## config.mk

```make
export PLATFORM = sky130hd
export DESIGN_NAME = sync_fifo
export DESIGN_NICKNAME = d
export VERILOG_FILES = /design/src/rtl/sync_fifo.sv
export SDC_FILE = /design/constraint.sdc
export NUM_CORES = 1
export LEC_CHECK = 0
export CAP_MARGIN = 20
export CORE_AREA = 2 2 90 92
export DETAILED_ROUTE_END_ITERATION = 7
export DIE_AREA = 0 0 92 94
export GPL_TIMING_DRIVEN = 0
export PLACE_DENSITY = 0.71
export SLEW_MARGIN = 20
export SYNTH_ARGS = -nofsm -noshare
export SYNTH_HDL_FRONTEND = slang
export SYNTH_SLANG_ARGS = --single-unit
```

## constraint.sdc

```tcl
create_clock -name clk -period 2.7 [get_ports clk]
set_input_delay 0.27 -clock clk [delete_from_list [all_inputs] [get_ports clk]]
set_output_delay 0.27 -clock clk [all_outputs]
set_load 0.1 [all_outputs]
```

## src/rtl/sync_fifo.sv

```systemverilog
// Single-clock FIFO with standard or FWFT read, threshold flags,
// occupancy count, sticky error flags and synchronous flush.
module sync_fifo #(
  parameter int W        = 8,
  parameter int DEPTH    = 8,
  parameter int FWFT     = 0,
  parameter int AF_LEVEL = DEPTH - 2,
  parameter int AE_LEVEL = 2
) (
  input  logic                     clk,
  input  logic                     reset,
  input  logic                     wen,
  input  logic [W-1:0]             din,
  input  logic                     ren,
  input  logic                     flush,
  input  logic                     clr_err,
  output logic [W-1:0]             dout,
  output logic                     full,
  output logic                     empty,
  output logic                     almost_full,
  output logic                     almost_empty,
  output logic [$clog2(DEPTH):0]   count,
  output logic                     overflow,
  output logic                     underflow
);

  localparam int AW = $clog2(DEPTH);
  localparam int CW = AW + 1;
  localparam logic [CW-1:0] AF_C = CW'(AF_LEVEL);
  localparam logic [CW-1:0] AE_C = CW'(AE_LEVEL);

  logic [W-1:0]  mem_q [DEPTH];
  logic [CW-1:0] wr_ptr_q, wr_ptr_d;
  logic [CW-1:0] rd_ptr_q, rd_ptr_d;
  logic          ovf_q, ovf_d;
  logic          unf_q, unf_d;
  logic [W-1:0]  dout_q, dout_d;
  logic [W-1:0]  head;
  logic          wr_acc, rd_acc;
  logic          wr_rej, rd_rej;

  assign count = wr_ptr_q - rd_ptr_q;
  assign empty = (wr_ptr_q == rd_ptr_q);
  assign full  = (wr_ptr_q[AW] != rd_ptr_q[AW]) &&
                 (wr_ptr_q[AW-1:0] == rd_ptr_q[AW-1:0]);
  assign almost_full  = (count >= AF_C);
  assign almost_empty = (count <= AE_C);
  assign overflow     = ovf_q;
  assign underflow    = unf_q;

  assign head = mem_q[rd_ptr_q[AW-1:0]];

  // FWFT presents the head directly; standard mode uses the read register.
  assign dout = (FWFT != 0) ? (empty ? '0 : head) : dout_q;

  always_comb begin
    wr_acc   = wen && !full  && !flush;
    rd_acc   = ren && !empty && !flush;
    wr_rej   = wen && full   && !flush;
    rd_rej   = ren && empty  && !flush;
    wr_ptr_d = wr_ptr_q;
    rd_ptr_d = rd_ptr_q;
    dout_d   = dout_q;
    ovf_d    = clr_err ? 1'b0 : ovf_q;
    unf_d    = clr_err ? 1'b0 : unf_q;
    if (flush) begin
      wr_ptr_d = '0;
      rd_ptr_d = '0;
    end else begin
      if (wr_acc) wr_ptr_d = wr_ptr_q + CW'(1);
      if (rd_acc) rd_ptr_d = rd_ptr_q + CW'(1);
    end
    if (rd_acc) dout_d = head;
    if (wr_rej) ovf_d = 1'b1;
    if (rd_rej) unf_d = 1'b1;
  end

  always_ff @(posedge clk or posedge reset) begin
    if (reset) begin
      wr_ptr_q <= '0;
      rd_ptr_q <= '0;
      ovf_q    <= 1'b0;
      unf_q    <= 1'b0;
      dout_q   <= '0;
    end else begin
      wr_ptr_q <= wr_ptr_d;
      rd_ptr_q <= rd_ptr_d;
      ovf_q    <= ovf_d;
      unf_q    <= unf_d;
      dout_q   <= dout_d;
    end
  end

  // Storage is deliberately left out of reset.
  always_ff @(posedge clk) begin
    if (wr_acc) mem_q[wr_ptr_q[AW-1:0]] <= din;
  end

endmodule

```

==> results of run 1 <==
==> power by group <==
| part | leakage (nW) | switching (W) | internal [W] | total, W |
|---|---|---|---|---|
| registers | 0.812 | 0.0000514 | 0.00145 | 0.00150 |
| logic | 0.611 | 0.00116 | 0.000447 | 0.00161 |
| clock network | 0.117 | 0.000475 | 0.000539 | 0.00101 |
| total | 1.54 | 0.00169 | 0.00244 | 0.00412 |
==> synthesized netlist by cell type <==
master and n:
sky130_fd_sc_hd__buf_2 3, sky130_fd_sc_hd__xor2_2 1, sky130_fd_sc_hd__o21ai_2 1, sky130_fd_sc_hd__or3_1 3, sky130_fd_sc_hd__ha_1 5, sky130_fd_sc_hd__nand2b_1 1, sky130_fd_sc_hd__fa_1 1, sky130_fd_sc_hd__buf_4 2
sky130_fd_sc_hd__nor2_1 16, sky130_fd_sc_hd__nor3_1 2, sky130_fd_sc_hd__xnor2_2 1, sky130_fd_sc_hd__dfrtp_1 18, sky130_fd_sc_hd__a21oi_1 3, sky130_fd_sc_hd__o211ai_1 3, sky130_fd_sc_hd__clkbuf_1 2, sky130_fd_sc_hd__and3_1 1
sky130_fd_sc_hd__edfxtp_1 64, sky130_fd_sc_hd__mux4_2 16, sky130_fd_sc_hd__nand2_1 11, sky130_fd_sc_hd__o21ai_1 2, sky130_fd_sc_hd__xor2_1 3, sky130_fd_sc_hd__nand3_1 2, sky130_fd_sc_hd__and3_2 1, sky130_fd_sc_hd__nor2b_1 2
sky130_fd_sc_hd__o21ai_0 11, sky130_fd_sc_hd__mux2i_1 10, sky130_fd_sc_hd__xnor2_1 3, sky130_fd_sc_hd__a32o_1 1, sky130_fd_sc_hd__inv_1 10, sky130_fd_sc_hd__o21a_1 1, sky130_fd_sc_hd__a22o_1 1
==> worst max-delay path, stage by stage, from the launching register on <==
cell	delay, ns
sky130_fd_sc_hd__dfrtp_1	0.33
sky130_fd_sc_hd__clkbuf_4	0.25
sky130_fd_sc_hd__inv_1	0.12
sky130_fd_sc_hd__ha_1	0.37
sky130_fd_sc_hd__nand3_2	0.21
sky130_fd_sc_hd__o21ai_1	0.18
sky130_fd_sc_hd__or3_4	0.45
sky130_fd_sc_hd__nor3_4	0.23
sky130_fd_sc_hd__buf_12	0.16
==> state kept, by name, summed over array words and instances (netlist names) <==
register   flops
dout           8
mem_q         64
overflow       1
rd_ptr_q       4
underflow      1
wr_ptr_q       4
==> what timing repair did <==
item                                    CTS  global route
pin swaps                                 8             1
setup buffers                            10             1
resized for setup                        66             2
cloned                                    0             0
endpoints found under the setup margin   79            12
==> metrics by stage <==
stage	setup slack, ns	instance area, sq um
final	0.0993	4370
after detailed placement	-0.889	3850
after global routing	-0.00255	4370
after CTS	0.0211	4350
after floorplan	-0.187	3420
after global placement	-0.819	3850
==> worst min path at each step <==
stage | slack [ns] | to
finish | 0.31 | dout[4]$_DFFE_PP0P_
global route | 0.39 | dout[4]$_DFFE_PP0P_
CTS | 0.33 | dout[4]$_DFFE_PP0P_
detailed placement | 0.47 | dout[4]$_DFFE_PP0P_
global placement | 0.46 | dout[4]$_DFFE_PP0P_
floorplan | 0.21 | dout[0]$_DFFE_PP0P_
==> routing by layer <==
metal  global-route usage  vias up
li1                     -      871
met1                0.228      966
met2                0.284       65
met3               0.0417       12
met4               0.0622        0
met5                    0        -
==> kinds of logic after synthesis <==
family	Yosys count	share of synthesized area
and+or+nand+nor	39	0.0510
muxes	26	0.136
adders and majority gates	6	0.0244
buffers and inverters	17	0.0222
xor gates and xnor gates	8	0.0251
DFF	82	0.701
AOI/OAI and AO/OA	23	0.0406
==> cell type report <==
type | instances | area [sq um] | share of cell area
flip-flops and latches | 82 | 2370 | 0.544
multi-input cells | 102 | 1050 | 0.240
repair buffers | 42 | 488 | 0.112
well taps | 102 | 128 | 0.0292
clock buffers | 9 | 124 | 0.0284
clock inverters | 7 | 106 | 0.0244
plain buffers | 7 | 61.3 | 0.0140
inverters | 10 | 37.5 | 0.00860
==> metrics.sh, run 1 <==
RUN_STATUS='complete, no violations'
MAXCAPVIOLATIONS=0
YOSYS.AREA.TOP_TYPE_SHARE=0.568
POSTROUTEANTENNANETS=0
WORST_HOLD_PATH_TYPE='primary input to async pin'
IOS=32
SYNTH.FF_LATCH_COUNT=82
AREA.GROWTH.SYNTH_TO_FINAL_PCT=28.9
CLK_PATH_BUF_DEPTH=2
DIE_W_UM=92
ANTENNA_FOUND_INITIAL=0
INITIAL_CORE_UTIL=0.445
POST-LAYOUT-TOTAL-POWER_W=0.00412
NETLIST_AREA_SQ_MM=0.00339
CLOCK_INSERTION_DELAY_AT_THE_LATER_PIN_OF_THE_SKEW_REPORT_NS=0.35
WORST_EP_ARRIVAL_TIME_NS=2.67
WORSTSETUPSTARTPOINT='rd_ptr_q[2]$_DFFE_PP0P_'
DRT_DRC_VIOLATIONS_LEFT=0
CRITPATHMAXFANOUT=10
POST_SYNTH_MAIN_AREA_CONTRIBUTORS='sky130_fd_sc_hd__edfxtp_1 57%, sky130_fd_sc_hd__dfrtp_1 13%, sky130_fd_sc_hd__mux4_2 11%'
DRIVE_GT1_FRAC=0.305
SLEW_HEADROOM=0.349
ANTENNA_CELLS=0
SETUP.WORST_PATH.CLASS='register to register'
NUMCTSBUFFERS=9
GRT_PASS1_VIAS=1942
ROUTED-VIA-COUNT=1914
YOSYSUNIQUECELLTYPES=31
SYNTH.LARGEST_AREA_CELL='sky130_fd_sc_hd__edfxtp_1'
SYNTHESIS.AREA_PER_INSTANCE_SQ_UM=16.8
FINALNONFILLERCELLS=361
SYNTH-WARNING-COUNT=0
DR_WL_MET3_UM=431
WIRE_LENGTH_OF_THE_FIRST_GLOBAL_ROUTING_PASS_UM=10800
CRIT_START_CATEGORY='register'
POST-ROUTE-UTIL=0.574
GRT_REMAINING_OVERFLOW=0
SYNTH.NET_COUNT=221
MAXIMUM_NUMBER_OF_PINS_ON_ONE_NET_BEFORE_GLOBAL_ROUTE_REPAIR=19
MOSTFREQUENTLAYOUTCELLS='64 x sky130_fd_sc_hd__edfxtp_1, 23 x sky130_fd_sc_hd__clkdlybuf4s50_1, 17 x sky130_fd_sc_hd__dfrtp_1'
CTS.REPORTEDPATHS.CLKPINSLEW_NS=0.09
POWER_DENSITY_mW_PER_MM2=944
GR-USAGE-ALL-LAYERS=0.173
CTS_TREE='done'
R2R_PATH_END='mem_q[1][3]$_DFFE_PP_'
SETUP.WORST_PATH.END='mem_q[1][3]$_DFFE_PP_'
POST-DP-HPWL_UM=4120
CLOCK_SKEW_NS=0.00645
FINALHOLDWORSTSLACK_NS=0.308
SETUP_VIOL_COUNT_FINAL=0
LAYOUT.CELLS.MOST_COMMON='sky130_fd_sc_hd__edfxtp_1'
WORSTPATHREQUIRED_NS=2.77
FP-ROW-COUNT=32
POST_CTS_HOLD_BUFFER_COUNT=0
NETS=274
WIRE_LENGTH_REPORTED_BY_THE_DETAILED_ROUTER_UM=6840
HIGHEST_ROUTING_LAYER_ACTUALLY_USED='met4'
GLOBALPLACE.CONGESTION=0.763
PORTBUFFERS=31
SYNTH_SEQUENTIAL_AREA_RATIO=0.701
REG2REG_SLACK_NS=0.1
CORE_AREA_SQ_MM=0.00761
CTS.ROOT.BUFFER_CELL='sky130_fd_sc_hd__clkbuf_8'
POST-PLACE-CELLS=334
DR.FIRST_ITER.DRC_COUNT=110
TIGHTESTPINTRANSITION_NS=0.974
LAYOUT.FILLER_CELLS=577
DETAIL_ROUTE.WL_PER_CELL_UM=19.0
FINAL.PERIOD_UTILIZATION=0.963
DIE_HEIGHT_UM=94
MET1WIRELENGTH_UM=2930
LEAKAGEPOWER_nW=1.54
CTS_HTREE_LEVELS=3
CLOCK_SINK_COUNT=82
DIE_AREA_SQ_MM=0.00865
FMAXACHIEVABLE_MHz=385
GRT_SETUP_UNREPAIRED='yes'
AVGVIACOUNTPERCELL=5.30
IRDROPWORSTVDD_mV=0.353
REG2REG_PATH_DEPTH=8
FINALWORSTPATHREQUIREDPERIOD_NS=2.60
CRITPATHCAPTURETYPE='register'
TOTALNEGATIVESETUPSLACK_NS=0
STARTPOINT_OF_THE_WORST_SLACK_REG_TO_REG_TIMING_PATH='rd_ptr_q[2]$_DFFE_PP0P_'
SYNTH_CELLS=201
NUMBER_OF_OPTIMIZATION_ITERATIONS_IN_THE_FIRST_DETAILED_ROUTE_PASS=4
ROUTE.MET2.WL_UM=3330
REPORT.FINAL.HOLD_VIOL_COUNT=0
MAXSLEWVIOLCOUNT=0
Power figures use the tool's default switching activity.
==> run 2, diff against run 1 <==
--- a/config.mk
+++ b/config.mk
@@ -10,7 +10,7 @@
 export DETAILED_ROUTE_END_ITERATION = 7
 export DIE_AREA = 0 0 92 94
 export GPL_TIMING_DRIVEN = 0
-export PLACE_DENSITY = 0.71
+export PLACE_DENSITY = 0.67
 export SLEW_MARGIN = 20
 export SYNTH_ARGS = -nofsm -noshare
 export SYNTH_HDL_FRONTEND = slang
==> run 2 against run 1 <==
Combinational power about the same. Flip-flop and latch count unchanged. Via count fell by 5.2%. Critical endpoint is now almost_empty.
==> metrics.sh, run 2 (synthesized netlist as in run 1, its figures left out) <==
CPMOSTUSEDCELL='sky130_fd_sc_hd__buf_8'
FMAXACHIEVABLE_MHz=382  # was 385 MHz
LARGEST_REG_FLOPS=64  # unchanged
IRDROPWORSTVDD_mV=0.318  # was 0.353 mV
CRITPATHCAPTURETYPE='primary output'  # was register
CORE_AREA_SQ_MM=0.00761  # unchanged
GROUTE.LAYER.MET1.USAGE=0.209  # was 0.228
CRIT_START_CATEGORY='register'  # unchanged
FINALHOLDWORSTSLACK_NS=0.309  # was 0.308 ns
DR.FIRST_ITER.DRC_COUNT=67  # was 110
FINALNONFILLERCELLS=353  # was 361
REG2REG_PATH_DEPTH=9  # was 8
INITIAL_CORE_UTIL=0.445  # unchanged
CTS.ROOT.BUFFER_CELL='sky130_fd_sc_hd__clkbuf_8'  # unchanged
REPORT.FINAL.HOLD_VIOL_COUNT=0  # unchanged
POWER_DENSITY_mW_PER_MM2=917  # was 944 mW/mm^2
DRIVE_GT1_FRAC=0.271  # was 0.305
SETUP.WORST_PATH.CLASS='register to primary output'  # was register to register
FINALWORSTSETUPSLACK_NS=0.0797  # was 0.0993 ns
DIE_AREA_SQ_MM=0.00865  # unchanged
CP.BUFFERS_INVERTERS=4  # was 3
ANTENNA_FOUND_INITIAL=0  # unchanged
DIE_HEIGHT_UM=94  # unchanged
GRT_REMAINING_OVERFLOW=0  # unchanged
POST-PLACE-CELLS=334  # unchanged
WORST_EP_ARRIVAL_TIME_NS=2.35  # was 2.67 ns
DIE_W_UM=92  # unchanged
GLOBALPLACE.CONGESTION=0.731  # was 0.763
MULTI_INPUT_COMB_AREA_SQ_MM=0.00105  # unchanged
ROUTED-VIA-COUNT=1814  # was 1914
SEQ_AREA_SQ_MM=0.00237  # unchanged
CRITPATHMAXFANOUT=10  # unchanged
CP_TOP_FAMILY='buffers and inverters'  # was simple AND/OR/NAND/NOR gates
PRE_CTS_WS_NS=-0.835  # was -0.889 ns
CLOCK_INSERTION_DELAY_AT_THE_LATER_PIN_OF_THE_SKEW_REPORT_NS=0.35  # about the same
SLEW_HEADROOM=0.336  # was 0.349
CTS_HTREE_LEVELS=3  # unchanged
MAXIMUM_NUMBER_OF_PINS_ON_ONE_NET_BEFORE_GLOBAL_ROUTE_REPAIR=19  # unchanged
GR-USAGE-ALL-LAYERS=0.158  # was 0.173
STARTPOINT_OF_THE_WORST_SLACK_REG_TO_REG_TIMING_PATH='rd_ptr_q[1]$_DFFE_PP0P_'  # was rd_ptr_q[2]$_DFFE_PP0P_
WIRE_LENGTH_REPORTED_BY_THE_DETAILED_ROUTER_UM=6150  # was 6840 um
CRIT_PATH_CELL_TRACE='buf_8, buf_8, inv_1, ha_1, nor2b_1, o21ai_2, and3_2, o21a_1, buf_12'  # was clkbuf_4, inv_1, ha_1, nand3_2, o21ai_1, or3_4, nor3_4, buf_12
SETUP_VIOL_COUNT_FINAL=0  # unchanged
WIRE_LENGTH_OF_THE_FIRST_GLOBAL_ROUTING_PASS_UM=9670  # was 10800 um
DRT_DRC_VIOLATIONS_LEFT=0  # unchanged
FINALWORSTPATHREQUIREDPERIOD_NS=2.62  # was 2.60 ns
PORTBUFFERS=31  # unchanged
AVGVIACOUNTPERCELL=5.14  # was 5.30
CRIT_SLOWEST_CELL='sky130_fd_sc_hd__dfrtp_2'  # was sky130_fd_sc_hd__or3_4
AREA.GROWTH.SYNTH_TO_FINAL_PCT=23.7  # was 28.9%
WORST_HOLD_PATH_TYPE='primary input to async pin'  # unchanged
POSTROUTEANTENNANETS=0  # unchanged
TIGHTESTPINTRANSITION_NS=0.993  # was 0.974 ns
MET3_USAGE=0.0482  # was 0.0417
ANTENNA_CELLS=0  # unchanged
CTS_TREE='done'  # unchanged
MAXSLEWVIOLCOUNT=0  # unchanged
GRT_PASS1_VIAS=1785  # was 1942
REG2REG_SLACK_NS=0.10  # was 0.1 ns
GRT.BUSIEST_LAYER='met2'  # unchanged
NETS=266  # was 274
RUN_STATUS='complete, no violations'  # unchanged
IOS=32  # unchanged
DETAIL_ROUTE.WL_PER_CELL_UM=17.4  # was 19.0 um
MAXCAPVIOLATIONS=0  # unchanged
FINAL.PERIOD_UTILIZATION=0.970  # was 0.963
TIMING.CRITICAL_PATH.SLOWEST_CELL_DELAY_NS=0.43  # was 0.45 ns
R2R_PATH_END='mem_q[0][0]$_DFFE_PP_'  # was mem_q[1][3]$_DFFE_PP_
POST_CTS_HOLD_BUFFER_COUNT=0  # unchanged
MOSTFREQUENTLAYOUTCELLS='64 x sky130_fd_sc_hd__edfxtp_1, 23 x sky130_fd_sc_hd__clkdlybuf4s50_1, 17 x sky130_fd_sc_hd__dfrtp_1'  # unchanged
GRT.MET2_USAGE=0.248  # was 0.284
GRT_SETUP_UNREPAIRED='yes'  # unchanged
LEAKAGEPOWER_nW=1.45  # was 1.54 nW
CLOCK_SINK_COUNT=82  # unchanged
WORSTPATHREQUIRED_NS=2.43  # was 2.77 ns
POST-ROUTE-UTIL=0.550  # was 0.574
POST-LAYOUT-TOTAL-POWER_W=0.00384  # was 0.00412 W
NUMCTSBUFFERS=9  # unchanged
FP-ROW-COUNT=32  # unchanged
NUMBER_OF_OPTIMIZATION_ITERATIONS_IN_THE_FIRST_DETAILED_ROUTE_PASS=4  # unchanged
CLK_PATH_BUF_DEPTH=2  # unchanged
CTS.REPORTEDPATHS.CLKPINSLEW_NS=0.08  # was 0.09 ns
LAYOUT.FILLER_CELLS=615  # was 577
LAYOUT.CELLS.MOST_COMMON='sky130_fd_sc_hd__edfxtp_1'  # unchanged
POST-DP-HPWL_UM=3920  # was 4120 um
CLOCK_SKEW_NS=0.00951  # was 0.00645 ns
[run 2: per-stage QoR]
step           area [sq um]  setup TNS [ns]
6_report               4190               0
5_1_grt                4190          -0.327
4_1_cts                4150         -0.0328
3_5_place_dp           3850          -52.55
3_3_place_gp           3850          -52.80
2_1_floorplan          3420          -0.334
[run 2: cell type report]
type / instances / area share
Timing Repair Buffer: 34 / 0.0905
Clock buffer: 10 / 0.0305
Tap cell: 102 / 0.0305
Multi-Input combinational cell: 102 / 0.250
Inverter: 10 / 0.00896
Buffer: 7 / 0.0146
Sequential cell: 82 / 0.567
Clock inverter: 6 / 0.00807
[run 2: how the worst max path moves through the flow]
stage | from | to | slack, ns | cells after the start
6_report | rd_ptr_q[1]$_DFFE_PP0P_ | almost_empty | 0.08 | 9
5_1_grt | rd_ptr_q[2]$_DFFE_PP0P_ | mem_q[0][0]$_DFFE_PP_ | -0.03 | 8
2_1_floorplan | wr_ptr_q[0]$_DFFE_PP0P_ | almost_full | -0.19 | 6
3_5_place_dp | rd_ptr_q[1]$_DFFE_PP0P_ | almost_empty | -0.83 | 9
4_1_cts | rd_ptr_q[1]$_DFFE_PP0P_ | almost_empty | -0.03 | 9
3_3_place_gp | rd_ptr_q[1]$_DFFE_PP0P_ | almost_empty | -0.84 | 9
[run 2: timing repair]
item / 4_1_cts / 5_1_grt
buffers inserted: 3 / 0
resized for setup: 61 / 12
endpoints found under the setup margin: 72 / 69
pin swaps: 3 / 0
[run 2: metal layers]
| layer | share of wire | vias up | wire length, um |
|---|---|---|---|
| met5 | 0 | - | 0 |
| met4 | 0.017 | 0 | 103 |
| met3 | 0.053 | 11 | 325 |
| met2 | 0.50 | 45 | 3080 |
| met1 | 0.43 | 903 | 2650 |
| li1 | - | 855 | - |
[run 2: worst register-to-register path: stages, from the launching register on]
cell                      delay (ns)
sky130_fd_sc_hd__dfrtp_2        0.43
sky130_fd_sc_hd__buf_8          0.17
sky130_fd_sc_hd__buf_8          0.16
sky130_fd_sc_hd__inv_1          0.06
sky130_fd_sc_hd__ha_1           0.30
sky130_fd_sc_hd__nand3_2        0.18
sky130_fd_sc_hd__o21ai_1        0.17
sky130_fd_sc_hd__or3_4          0.44
sky130_fd_sc_hd__nor3_4         0.25
sky130_fd_sc_hd__buf_12         0.16
[run 2: report_power, final]
group          switching (W)  internal (W)  total, W
Clock               0.000411      0.000326  0.000737
Sequential         0.0000481       0.00145   0.00150
Combinational        0.00115      0.000460   0.00161
